<file path="config.mk">
export PLATFORM = sky130hd
export DESIGN_NAME = disposition_mem_arbiter
export DESIGN_NICKNAME = d
export VERILOG_FILES = /design/src/rtl/DataInterface_pkg.sv /design/src/rtl/Disposition_pkg.sv /design/src/rtl/disposition_bundle_fifo.sv /design/src/rtl/disposition_mem_arbiter.sv
export SDC_FILE = /design/constraint.sdc
export NUM_CORES = 1
export LEC_CHECK = 0
export BUFFER_PORTS_ARGS = -buffer_cell sky130_fd_sc_hd__buf_2
export CORE_ASPECT_RATIO = 0.7
export CORE_MARGIN = 5
export CORE_UTILIZATION = 49
export DETAILED_ROUTE_END_ITERATION = 10
export PLACE_DENSITY = 0.71
export SLEW_MARGIN = 15
export SYNTH_ARGS = -nofsm -noshare
export SYNTH_HDL_FRONTEND = slang
export SYNTH_SLANG_ARGS = --single-unit
</file>
<file path="constraint.sdc">
create_clock -name clk -period 12 [get_ports clk]
set_input_delay 1.2 -clock clk [delete_from_list [all_inputs] [get_ports clk]]
set_output_delay 1.2 -clock clk [all_outputs]
set_load 0.005 [all_outputs]
</file>
<file path="src/rtl/DataInterface_pkg.sv">
// DataInterface_pkg: request structures exchanged between the disposition stage and the memory side.
package DataInterface_pkg;
    localparam int ADDR_W = 32;
    localparam int DATA_W = 32;
    localparam int WHO_W  = 8;

    typedef struct packed {
        logic              valid;
        logic [WHO_W-1:0]  who;
        logic [ADDR_W-1:0] address;
    } read_request_t;

    typedef struct packed {
        logic              valid;
        logic [WHO_W-1:0]  who;
        logic [ADDR_W-1:0] address;
        logic [DATA_W-1:0] data;
    } write_request_t;
endpackage

</file>
<file path="src/rtl/Disposition_pkg.sv">
// Disposition_pkg: slot codes, arbiter states, the buffered bundle and helpers that pick/format slots.
package Disposition_pkg;
    import DataInterface_pkg::*;

    typedef enum logic [1:0] {
        SLOT_NONE = 2'b00,
        SLOT_R1   = 2'b01,
        SLOT_R2   = 2'b10,
        SLOT_W    = 2'b11
    } slot_e;

    typedef enum logic [1:0] {IDLE, ISSUE_R1, ISSUE_R2, ISSUE_W} state_e;

    typedef struct packed {
        read_request_t  r1;
        read_request_t  r2;
        write_request_t w;
    } bundle_t;

    typedef struct packed {
        logic              valid;
        logic              write;
        slot_e             slot;
        logic [WHO_W-1:0]  who;
        logic [ADDR_W-1:0] address;
        logic [DATA_W-1:0] data;
    } mem_req_t;

    // First valid slot strictly after `from`; IDLE as `from` means start of the bundle.
    function automatic state_e first_slot(bundle_t b, state_e from);
        if (from == IDLE && b.r1.valid) return ISSUE_R1;
        if ((from == IDLE || from == ISSUE_R1) && b.r2.valid) return ISSUE_R2;
        if (from != ISSUE_W && b.w.valid) return ISSUE_W;
        return IDLE;
    endfunction

    function automatic mem_req_t make_req(bundle_t b, state_e s);
        mem_req_t r;
        r.valid   = s != IDLE;
        r.write   = s == ISSUE_W;
        r.slot    = s == ISSUE_R1 ? SLOT_R1 : s == ISSUE_R2 ? SLOT_R2 : s == ISSUE_W ? SLOT_W : SLOT_NONE;
        r.who     = s == ISSUE_R1 ? b.r1.who : s == ISSUE_R2 ? b.r2.who : s == ISSUE_W ? b.w.who : '0;
        r.address = s == ISSUE_R1 ? b.r1.address : s == ISSUE_R2 ? b.r2.address : s == ISSUE_W ? b.w.address : '0;
        r.data    = s == ISSUE_W ? b.w.data : '0;
        return r;
    endfunction
endpackage

</file>
<file path="src/rtl/disposition_bundle_fifo.sv">
// disposition_bundle_fifo: circular bundle buffer exposing the head and the entry behind it.
module disposition_bundle_fifo
    import Disposition_pkg::*;
#(
    parameter int DEPTH = 2
) (
    input  logic    clk,
    input  logic    rst,
    input  logic    push,
    input  logic    pop,
    input  bundle_t din,
    output bundle_t head,
    output bundle_t nxt,
    output logic    full,
    output logic    empty,
    output logic    has_next
);
    localparam int PW = $clog2(DEPTH);

    bundle_t       mem_q [DEPTH];
    logic [PW-1:0] rd_q, rd_d, wr_q, wr_d;
    logic [PW:0]   cnt_q, cnt_d;

    always_comb begin
        rd_d  = rd_q + PW'(pop);
        wr_d  = wr_q + PW'(push);
        cnt_d = cnt_q + (PW+1)'(push) - (PW+1)'(pop);
    end

    always_ff @(posedge clk) begin
        if (rst) begin
            rd_q  <= '0;
            wr_q  <= '0;
            cnt_q <= '0;
        end else begin
            rd_q  <= rd_d;
            wr_q  <= wr_d;
            cnt_q <= cnt_d;
        end
    end

    always_ff @(posedge clk) begin
        if (push) mem_q[wr_q] <= din;
    end

    assign head     = mem_q[rd_q];
    assign nxt      = mem_q[rd_q + PW'(1)];
    assign full     = cnt_q == (PW+1)'(DEPTH);
    assign empty    = cnt_q == '0;
    assign has_next = cnt_q > (PW+1)'(1);
endmodule

</file>
<file path="src/rtl/disposition_mem_arbiter.sv">
// disposition_mem_arbiter: buffers request bundles and issues their valid slots to memory
// one at a time, reads before the write, with registered request outputs.
module disposition_mem_arbiter
    import DataInterface_pkg::*;
    import Disposition_pkg::*;
#(
    parameter int DEPTH = 2,
    parameter int ID_W  = 8
) (
    input  logic               clk,
    input  logic               rst,
    input  read_request_t      read1,
    input  read_request_t      read2,
    input  write_request_t     write,
    output logic               stall,
    output logic               mem_req_valid,
    input  logic               mem_req_ready,
    output logic               mem_req_write,
    output logic [ADDR_W-1:0]  mem_req_address,
    output logic [DATA_W-1:0]  mem_req_data,
    output logic [ID_W+1:0]    mem_req_tag,
    output logic               overflow
);
    bundle_t  din, head, nxt, src;
    logic     any_valid, full, empty, has_next, push, pop, overflow_q, overflow_d;
    state_e   state_q, state_d;
    mem_req_t req_q, req_d;

    assign din       = '{r1: read1, r2: read2, w: write};
    assign any_valid = read1.valid | read2.valid | write.valid;
    assign push      = any_valid & ~full;

    disposition_bundle_fifo #(.DEPTH(DEPTH)) u_fifo (
        .clk      (clk),
        .rst      (rst),
        .push     (push),
        .pop      (pop),
        .din      (din),
        .head     (head),
        .nxt      (nxt),
        .full     (full),
        .empty    (empty),
        .has_next (has_next)
    );

    // The head stays in the FIFO until its last slot completes, so it is stable while issuing.
    always_comb begin
        state_d    = state_q;
        src        = head;
        pop        = 1'b0;
        overflow_d = overflow_q | (any_valid & full);
        if (state_q == IDLE) begin
            if (!empty) state_d = first_slot(head, IDLE);
        end else if (mem_req_ready) begin
            state_d = first_slot(head, state_q);
            if (state_d == IDLE) begin
                pop     = 1'b1;
                src     = nxt;
                state_d = has_next ? first_slot(nxt, IDLE) : IDLE;
            end
        end
        req_d = make_req(src, state_d);
    end

    always_ff @(posedge clk) begin
        if (rst) begin
            state_q    <= IDLE;
            req_q      <= '0;
            overflow_q <= 1'b0;
        end else begin
            state_q    <= state_d;
            req_q      <= req_d;
            overflow_q <= overflow_d;
        end
    end

    assign stall           = full;
    assign overflow        = overflow_q;
    assign mem_req_valid   = req_q.valid;
    assign mem_req_write   = req_q.write;
    assign mem_req_address = req_q.address;
    assign mem_req_data    = req_q.data;
    assign mem_req_tag     = {req_q.slot, ID_W'(req_q.who)};
endmodule

</file>
# Word-level counts from Yosys, hierarchy flattened
# Memories as Yosys holds them, arrays and structs flattened. A register that Yosys moved wholly into a read port is not among the register bits.
# Cells that the tools add are included.
# op_classes
addsub	5
multipliers	0
div	0
n_lt_le_gt_ge	1
eq_ne	6
shifts	0
n_mux	82
bitwise_logic	7
reduce_logical	10
# op_table
operator	count
2-to-1 mux 154 bit	3
2-to-1 mux 32 bit	3
2-to-1 mux 2 bit	27
2-to-1 mux 1 bit	46
2-to-1 mux 8 bit	3
== test 2 bit, second input constant	3
zero test 2 bit	3
== test 2 x 1 -> 1 bit, second input constant	2
OR reduction 2 bit	2
logical AND 1 bit	3
OR 1 bit	3
adder 1 bit	2
adder 2 x 1 -> 2 bit	1
AND 1 bit	2
greater-than comparator 2 x 1 -> 1 bit, second input constant	1
inequality test 2 bit, second input constant	1
inverter 1 bit	2
nonzero test 2 bit	1
subtractor 2 x 1 -> 2 bit	1
adder 1 bit, second input constant	1
logical OR 1 bit	1
# totals
regBits	83
latchBits	0
ram_bits	310
rom_bits	0
in_bits	158
output_inout_bits	78
memories	1
# memory_table
name	depth	width	rd	rd_clocked_by_memory_dff	wr	line	rtl
u_fifo.mem_q	2	155	2	1	1	disposition_bundle_fifo.sv:20	bundle_t mem_q [DEPTH];

# Longest topological paths before layout
# Gate-level depths: netlist of the first run.
# logic_depth
word_depth	41
ltp_mapped	10
mapped_depth_nobuf	9

# By module
# A second synthesis of the first run with hierarchy kept.
# hier_totals
cells_unflattened	1297
area_unflattened_um2	18306.3
# modules_own_cells
module	n_inst	cells_each	area_per_inst_um2
disposition_bundle_fifo	1	675	13416.6
disposition_mem_arbiter	1	622	4889.7

# Worst setup path after synthesis of the first run
# Ideal clock, no wire load.
# synth_timing
path_kind	in2reg
startpoint	in read2[40] (netlist name)
endpoint	mem u_fifo.mem_q[1][0] (netlist name), enable pin
t_arrival_ps	5140
slack_ps	6326
cell_stages	3
n_path_buf	0
path_cell_list	or3_1 -> nor2b_1 -> ha_1
# synth_between
elab_chain_len	5
# synth_lines
item	line	rtl
start, declared	disposition_mem_arbiter.sv:13	input read_request_t read2,
OR 1 bit (2 in series)	disposition_mem_arbiter.sv:30	assign any_valid = read1.valid | read2.valid | write.valid;
AND 1 bit	disposition_mem_arbiter.sv:31	assign push = any_valid & ~full;
2-to-1 mux 1 bit	disposition_bundle_fifo.sv:43	if (push) mem_q[wr_q] <= din;
2-to-1 mux 1 bit (implied by the code)	disposition_bundle_fifo.sv:43	
end, declared	disposition_bundle_fifo.sv:20	
# No other way between the ends.

# Worst setup path after layout of the first run
# layout_timing
startpoint	reg u_fifo.rd_q
endpoint	reg req_q (netlist bit mem_req_tag[7])
# layout_between
elab_chain_len	19
word_cells_on_any_way	35
# layout_lines
item	line	rtl
start, declared	disposition_bundle_fifo.sv:21	logic [PW-1:0] rd_q, rd_d, wr_q, wr_d;
start signal, assigned	disposition_bundle_fifo.sv:36	rd_q <= rd_d;
adder 1 bit *	disposition_bundle_fifo.sv:47	assign nxt = mem_q[rd_q + PW'(1)];
memory read (2 x 155 bit) *	-	
2-to-1 mux 1 bit (2 in series)	Disposition_pkg.sv:33	if (from != ISSUE_W && b.w.valid) return ISSUE_W;
2-to-1 mux 1 bit	Disposition_pkg.sv:32	if ((from == IDLE || from == ISSUE_R1) && b.r2.valid) return ISSUE_R2;
2-to-1 mux 1 bit	disposition_mem_arbiter.sv:56	if (state_d == IDLE) begin
2-to-1 mux 1 bit	disposition_mem_arbiter.sv:54	end else if (mem_req_ready) begin
2-to-1 mux 1 bit	disposition_mem_arbiter.sv:52	if (state_q == IDLE) begin
2-to-1 mux 2 bit	Disposition_pkg.sv:34	return IDLE;
2-to-1 mux 2 bit	Disposition_pkg.sv:33	
2-to-1 mux 2 bit	Disposition_pkg.sv:32	
2-to-1 mux 2 bit	disposition_mem_arbiter.sv:59	state_d = has_next ? first_slot(nxt, IDLE) : IDLE;
2-to-1 mux 2 bit	disposition_mem_arbiter.sv:56	
2-to-1 mux 2 bit	disposition_mem_arbiter.sv:54	
2-to-1 mux 2 bit	disposition_mem_arbiter.sv:52	
== test 2 bit	Disposition_pkg.sv:42	r.who = s == ISSUE_R1 ? b.r1.who : s == ISSUE_R2 ? b.r2.who : s == ISSUE_W ? b.w.who : '0;
2-to-1 mux 8 bit (2 in series)	Disposition_pkg.sv:42	
2-to-1 mux 8 bit *	Disposition_pkg.sv:42	
end signal, assigned	disposition_mem_arbiter.sv:72	req_q <= req_d;
end, declared	disposition_mem_arbiter.sv:27	mem_req_t req_q, req_d;
# Every way passes the cells marked *; elsewhere a longest branch is shown, timed or not. The select of a mux whose other input is x is not followed.
# A chain may end at the register's enable or synchronous reset.

==> impl_results.md, run 1 <==
* Status: completed
* R2r endpoint: mem_req_tag[7]$_SDFF_PP0_
* Post-Syn Nets at 955
* Avg Inst Size Synth at 17.8 µm²
* Count of input and output buffers at 235
* Synth Register Bits at 392
* R2R cell count at 7
* Final Critical Period at 3.80 ns
* Hold path cells at 2
* Die Span X at 213 µm
* DRT Pass-1 Iters at 5
* Core Footprint at 28600 µm²
* Max cap viols at 0
* Placed insts at 1377
* Clk_skew at 0.0107 ns
* H-tree depth at 2
* CTS Buf Count at 38
* Ys flop type: edfxtp_1
* Final hold vios at 0
* CP Capture Type: flip-flop
* Final slew viol count at 0
* Clk pin slew, worst setup/hold paths at 0.06 ns
* Distinct cells, synth at 43
* Gates resized, CTS repair at 0
* Post-synthesis sequential area ratio at 0.776
* Post-DRT Antenna Nets at 0
* DP HPWL at 16.8 mm
* Hold wc startpoint: overflow$_SDFF_PP0_
* Latest clock arrival within the worst-skew pair at 0.52 ns
* Setup Viol. Count Final at 0
* GRT overflow at 0
* Routability cong. at 0.796
* Die area at 32400 µm²
* Avg WL per Cell at 18.9 µm
* Leakage at 6.22 nW
* Setup TNS at 0 ns
* Chip Height at 152 µm
* Via count at 7427
* Routed wire length at 27.4 mm
* # rows at 52
* # IOs at 236
* Launch point of the worst reg-to-reg path: u_fifo.rd_q$_SDFF_PP0_
* Worst hold path class: flip-flop to flip-flop
* Worst Hold Endpoint: overflow$_SDFF_PP0_
* Worst EP required at 12.45 ns
* Worst slew margin at 0.284
* Setup Buffers After CTS at 0
* F_max at 0.263 GHz
* GRT Total Usage at 0.164
* Most common cell after layout, fill and taps aside: edfxtp_1
* Mapped cell area at 14100 µm²
* CTS Sinks at 392
* CP Data Arrival Time at 4.24 ns
* Nets@finish at 1201
* Ys async rst share at 0
* Number of synthesis warnings at 0
* Post-Syn Instances at 793
* RSZ-0062 raised after global routing: false
* Fin cells at 1446
* Final core occ at 0.589
* Largest net degree at the start of global routing at 78
* Pwr dens at 252 nW/µm²
* Filler cells at 2227
* CTS tree: yes
* First-pass GRT wire length at 41.6 mm
* Area Growth Syn to Fin at 19.4%
* Initial drt markers at 444
* Ratio of cells with drive above 1 in the final layout at 0.346
* Initial antenna violation count at 7
* Commonest non-fill, non-tap cells in the layout: edfxtp_1 (310), buf_2 (235), mux2i_1 (122)
* Starting Density at 0.493
* Vias in the first global route at 7550
* Startpoint Class: flip-flop
* Fin crit share at 0.316
* Number of synthesized flops with an enable pin at 310
* R2R Setup Slk at 8.20 ns
* Worst Tran Pin Value at 1.07 ns
* Type of the worst setup path: flip-flop to flip-flop
* Maximum vdd drop at 0.172 mV
* Crit path max fanout at 61
* Maximum clock path buffer count at 3
* # diodes at 0
* DR vias/cell at 5.14
* DRC at 0
* Root buffer cell: clkbuf_16
* Hold_buf cts at 0
state kept, by name, summed over array words and instances, names as in the netlist, 2 cells and up:
signal and cells:
u_fifo.mem_q 310, mem_req_data 32, mem_req_address 32, mem_req_tag 10
u_fifo.cnt_q 2
worst max-delay path by stage:
stage	from	to	slack, ns
3_5_place_dp	mem_req_ready	mem_req_address[17]$_SDFF_PP0_	7.76
2_1_floorplan	read2[40]	u_fifo.mem_q[1][0]$_DFFE_PP_	6.33
5_1_grt	u_fifo.rd_q$_SDFF_PP0_	mem_req_address[17]$_SDFF_PP0_	7.96
6_report	u_fifo.rd_q$_SDFF_PP0_	mem_req_tag[7]$_SDFF_PP0_	8.20
3_3_place_gp	mem_req_ready	mem_req_address[14]$_SDFF_PP0_	7.87
4_1_cts	u_fifo.rd_q$_SDFF_PP0_	mem_req_address[17]$_SDFF_PP0_	8.16
layer usage:
layer / share of wire / global-route usage
met1: 0.45 / 0.234
met2: 0.46 / 0.254
met3: 0.076 / 0.0453
met4: 0.015 / 0.0384
met5: 0.0037 / 0
critical path, cell delays in order, from the launching register on:
cell and delay, ns:
dfxtp_1 0.62, mux2i_4 0.42, o2111a_1 0.21, a311o_2 0.79, buf_4 0.93, mux2i_1 0.20, mux2_2 0.32, o22ai_2 0.13
synth_stat cells (all sizes together) (2+ instances only):
master	n	area [µm²]
inv	7	26.3
o21ai	4	31.3
mux2i	123	1240
ha	4	50.1
nor3	2	10.0
a21oi	36	184
nor2	8	30.0
dfxtp	82	1640
nand2	68	255
o22ai	42	450
nor2b	5	31.3
nand2b	2	12.5
mux2	40	450
clkbuf	13	48.8
xnor2	2	17.5
edfxtp	310	9310
buf	27	180
and2	3	18.8
power breakdown:
group / switching, mW / leakage [nW] / internal [mW]
registers: 0.0968 / 3.65 / 1.89
clock network: 0.475 / 0.579 / 0.660
logic: 0.669 / 2.00 / 0.457
cell families after synthesis:
| family | synth area share |
|---|---|
| multiplexers | 0.120 |
| buffers and inverters | 0.0181 |
| AND/OR/NAND/NOR | 0.0282 |
| adder cells (fa/ha/maj) | 0.00355 |
| XOR/XNOR | 0.00186 |
| AO/OA/AOI/OAI | 0.0525 |
| flip-flops | 0.776 |
layout make-up:
cell class | count | area (µm²) | area share
flip-flops and latches | 392 | 11000 | 0.650
multi-input cells | 354 | 2950 | 0.175
repair buffers | 246 | 1260 | 0.0747
clock inverters | 11 | 88.8 | 0.00527
inverters | 7 | 26.3 | 0.00156
well taps | 378 | 473 | 0.0281
clock buffers | 58 | 1110 | 0.0657
per-stage QoR:
step | power (mW) | hold WS, ns | setup WS (ns) | cell area (µm²)
after floorplan | 2.87 | 0.460 | 6.33 | 14100
after global placement | 3.14 | 0.465 | 7.87 | 15700
after detailed placement | 3.16 | 0.470 | 7.76 | 15700
after CTS | 4.30 | 0.487 | 8.16 | 16900
after global routing | 4.47 | 0.503 | 7.96 | 16900
final | 4.24 | 0.476 | 8.20 | 16900
(Power assumes the default switching activity.)
==> run 2, diff against run 1 <==
==> constraint.sdc (replaced) <==
create_clock -name clk -period 3.6 [get_ports clk]
set_input_delay 0.36 -clock clk [delete_from_list [all_inputs] [get_ports clk]]
set_output_delay 0.36 -clock clk [all_outputs]
set_load 0.005 [all_outputs]
==> impl_results.md, run 2 (same netlist as run 1, synthesis figures left out) <==
* Status: completed
* Clk_skew at 0.00936 ns (-0.00131 ns)
* CTS tree: yes
* Crit path max fanout at 69 (+13%)
* Max Used Layer: met5
* Most common cell after layout, fill and taps aside: edfxtp_1
* Via count at 7552 (+1.7%)
* Ratio of cells with drive above 1 in the final layout at 0.336 (-0.00943)
* Hold path cells at 1 (-1)
* Final slew viol count at 0 (unchanged)
* RSZ-0062 raised after global routing: false
* Routability cong. at 0.769 (-3.3%)
* Starting Density at 0.493 (unchanged)
* Pwr dens at 821 nW/µm² (+230%)
* R2R cell count at 7 (unchanged)
* Met1 wire length at 12.5 mm (+2.5%)
* Hold wc startpoint: write[64]
* Max cap viols at 0 (unchanged)
* Sequential cell area at 11000 µm² (unchanged)
* Launch point of the worst reg-to-reg path: u_fifo.rd_q$_SDFF_PP0_
* Type of the worst setup path: flip-flop to flip-flop
* Setup TNS at 0 ns (unchanged)
* Footprint of the multi-input gates at 2950 µm² (unchanged)
* DRC at 0 (unchanged)
* Initial antenna violation count at 4 (-3)
* CTS Buf Count at 37 (-2.6%)
* Chip Height at 152 µm (unchanged)
* Area Growth Syn to Fin at 21.8%
* Filler cells at 2161 (-3.0%)
* Die Span X at 213 µm (unchanged)
* Largest net degree at the start of global routing at 101 (+29%)
* Latest clock arrival within the worst-skew pair at 0.52 ns (about the same)
* Vias in the first global route at 7764 (+2.8%)
* Core Footprint at 28600 µm² (unchanged)
* Worst EP required at 4.03 ns (-8.42 ns)
* Number of buffers and inverters on the critical path at 1 (unchanged)
* Root buffer cell: clkbuf_16
* Most used cell, CP: mux2i_1
* Levels on crit path at 7 (unchanged)
* CP Data Arrival Time at 3.24 ns (-1.00 ns)
* # rows at 52 (unchanged)
* Startpoint Class: flip-flop
* First-pass GRT wire length at 42.3 mm (+1.7%)
* Final hold vios at 0 (unchanged)
* H-tree depth at 2 (unchanged)
* DRT Pass-1 Iters at 5 (unchanged)
* GRT Total Usage at 0.166 (+0.00207)
* R2R Setup Slk at 0.79 ns (-7.42 ns)
* Routed wire length at 27.5 mm (+0.58%)
* Clk pin slew, worst setup/hold paths at 0.06 ns (about the same)
* Worst Hold Endpoint: u_fifo.mem_q[1][64]$_DFFE_PP_
* Crit path largest cell delay at 0.62 ns (-0.31 ns)
* R2r endpoint: mem_req_address[19]$_SDFF_PP0_
* Worst path top cell family by delay: multiplexers
* Final Critical Period at 2.81 ns (-0.983 ns)
* Leakage at 6.36 nW (+2.2%)
* Setup Viol. Count Final at 0 (unchanged)
* Initial drt markers at 496 (+12%)
* Maximum vdd drop at 0.520 mV (+200%)
* Largest Register: u_fifo.mem_q
* CP Capture Type: flip-flop
* Worst hold path class: input pin to flip-flop
* Routed wl met2 at 12.7 mm (+1.4%)
* Post-DRT Antenna Nets at 0 (unchanged)
* Maximum clock path buffer count at 3 (unchanged)
* Critical-path top delay cell: dfxtp_1
* Commonest non-fill, non-tap cells in the layout: edfxtp_1 (310), buf_2 (235), mux2i_1 (122)
* Count of input and output buffers at 235 (unchanged)
* # IOs at 236 (unchanged)
* Die area at 32400 µm² (unchanged)
* F_max at 0.355 GHz (+35%)
* DR vias/cell at 5.12 (-0.38%)
* DP HPWL at 16.8 mm (+0.22%)
* Tot Pwr at 14.1 mW (+230%)
* Avg WL per Cell at 18.6 µm (-1.5%)
* Max reg flops at 310 (unchanged)
* Met3 WL at 1.80 mm (-13%)
* Nets@finish at 1231 (+2.5%)
* CTS Sinks at 392 (unchanged)
* Cells along the critical path: mux2i_1 -> nand4_1 -> a311o_2 -> buf_12 -> mux2i_1 -> mux2_1 -> o22ai_1
* Fin crit share at 0.781 (+0.465)
* GRT overflow at 0 (unchanged)
* Worst slew margin at 0.412 (+0.128)
* Worst Tran Pin Value at 0.878 ns (-0.195 ns)
==> run 2: worst max path at each step <==
stage / from / to / slack [ns]
final: u_fifo.rd_q$_SDFF_PP0_ / mem_req_address[19]$_SDFF_PP0_ / 0.79
after global routing: u_fifo.rd_q$_SDFF_PP0_ / mem_req_address[19]$_SDFF_PP0_ / 0.62
after CTS: u_fifo.rd_q$_SDFF_PP0_ / mem_req_address[15]$_SDFF_PP0_ / 0.82
after detailed placement: u_fifo.rd_q$_SDFF_PP0_ / mem_req_address[15]$_SDFF_PP0_ / 0.82
after global placement: u_fifo.rd_q$_SDFF_PP0_ / mem_req_address[19]$_SDFF_PP0_ / 0.93
after floorplan: u_fifo.cnt_q[1]$_SDFF_PP0_ / u_fifo.mem_q[1][0]$_DFFE_PP_ / -1.26
==> run 2: what timing repair did <==
action,4_1_cts,5_1_grt
hold buffers,26,2
setup buffers,0,0
endpoints found under the hold margin,52,4
gates resized for setup,0,0
setup endpoints to repair,0,0
==> run 2: where the power goes <==
part | switching [mW] | leakage (nW) | internal [mW]
clock | 1.55 | 0.553 | 2.09
combinational | 2.26 | 2.16 | 1.62
sequential | 0.322 | 3.65 | 6.27
total | 4.13 | 6.36 | 9.99
==> run 2: per-layer routing <==
layer | global-route usage | vias to the layer above
li1 | - | 3575
met2 | 0.260 | 230
met3 | 0.0406 | 39
met1 | 0.238 | 3706
met5 | 0 | -
met4 | 0.0369 | 2
==> run 2: cell type report <==
class,instances,share of cell area
diodes,3,0.000437
clock buffers,58,0.0638
clock inverters,7,0.00226
inverters,7,0.00153
multi-input cells,354,0.172
flip-flops and latches,392,0.637
well taps,378,0.0275
repair buffers,277,0.0959
==> run 2: stage by stage <==
step	area (µm²)	hold slack, ns	util	setup WS [ns]	instances
after floorplan	14100	0.427	-	-1.26	793
after global placement	15800	0.463	0.551	0.932	1380
after detailed placement	15800	0.462	0.551	0.822	1380
after CTS	17200	0.0000507	0.600	0.816	1471
after global routing	17200	0.000502	0.601	0.624	1476
final	17200	0.0290	0.601	0.787	1476
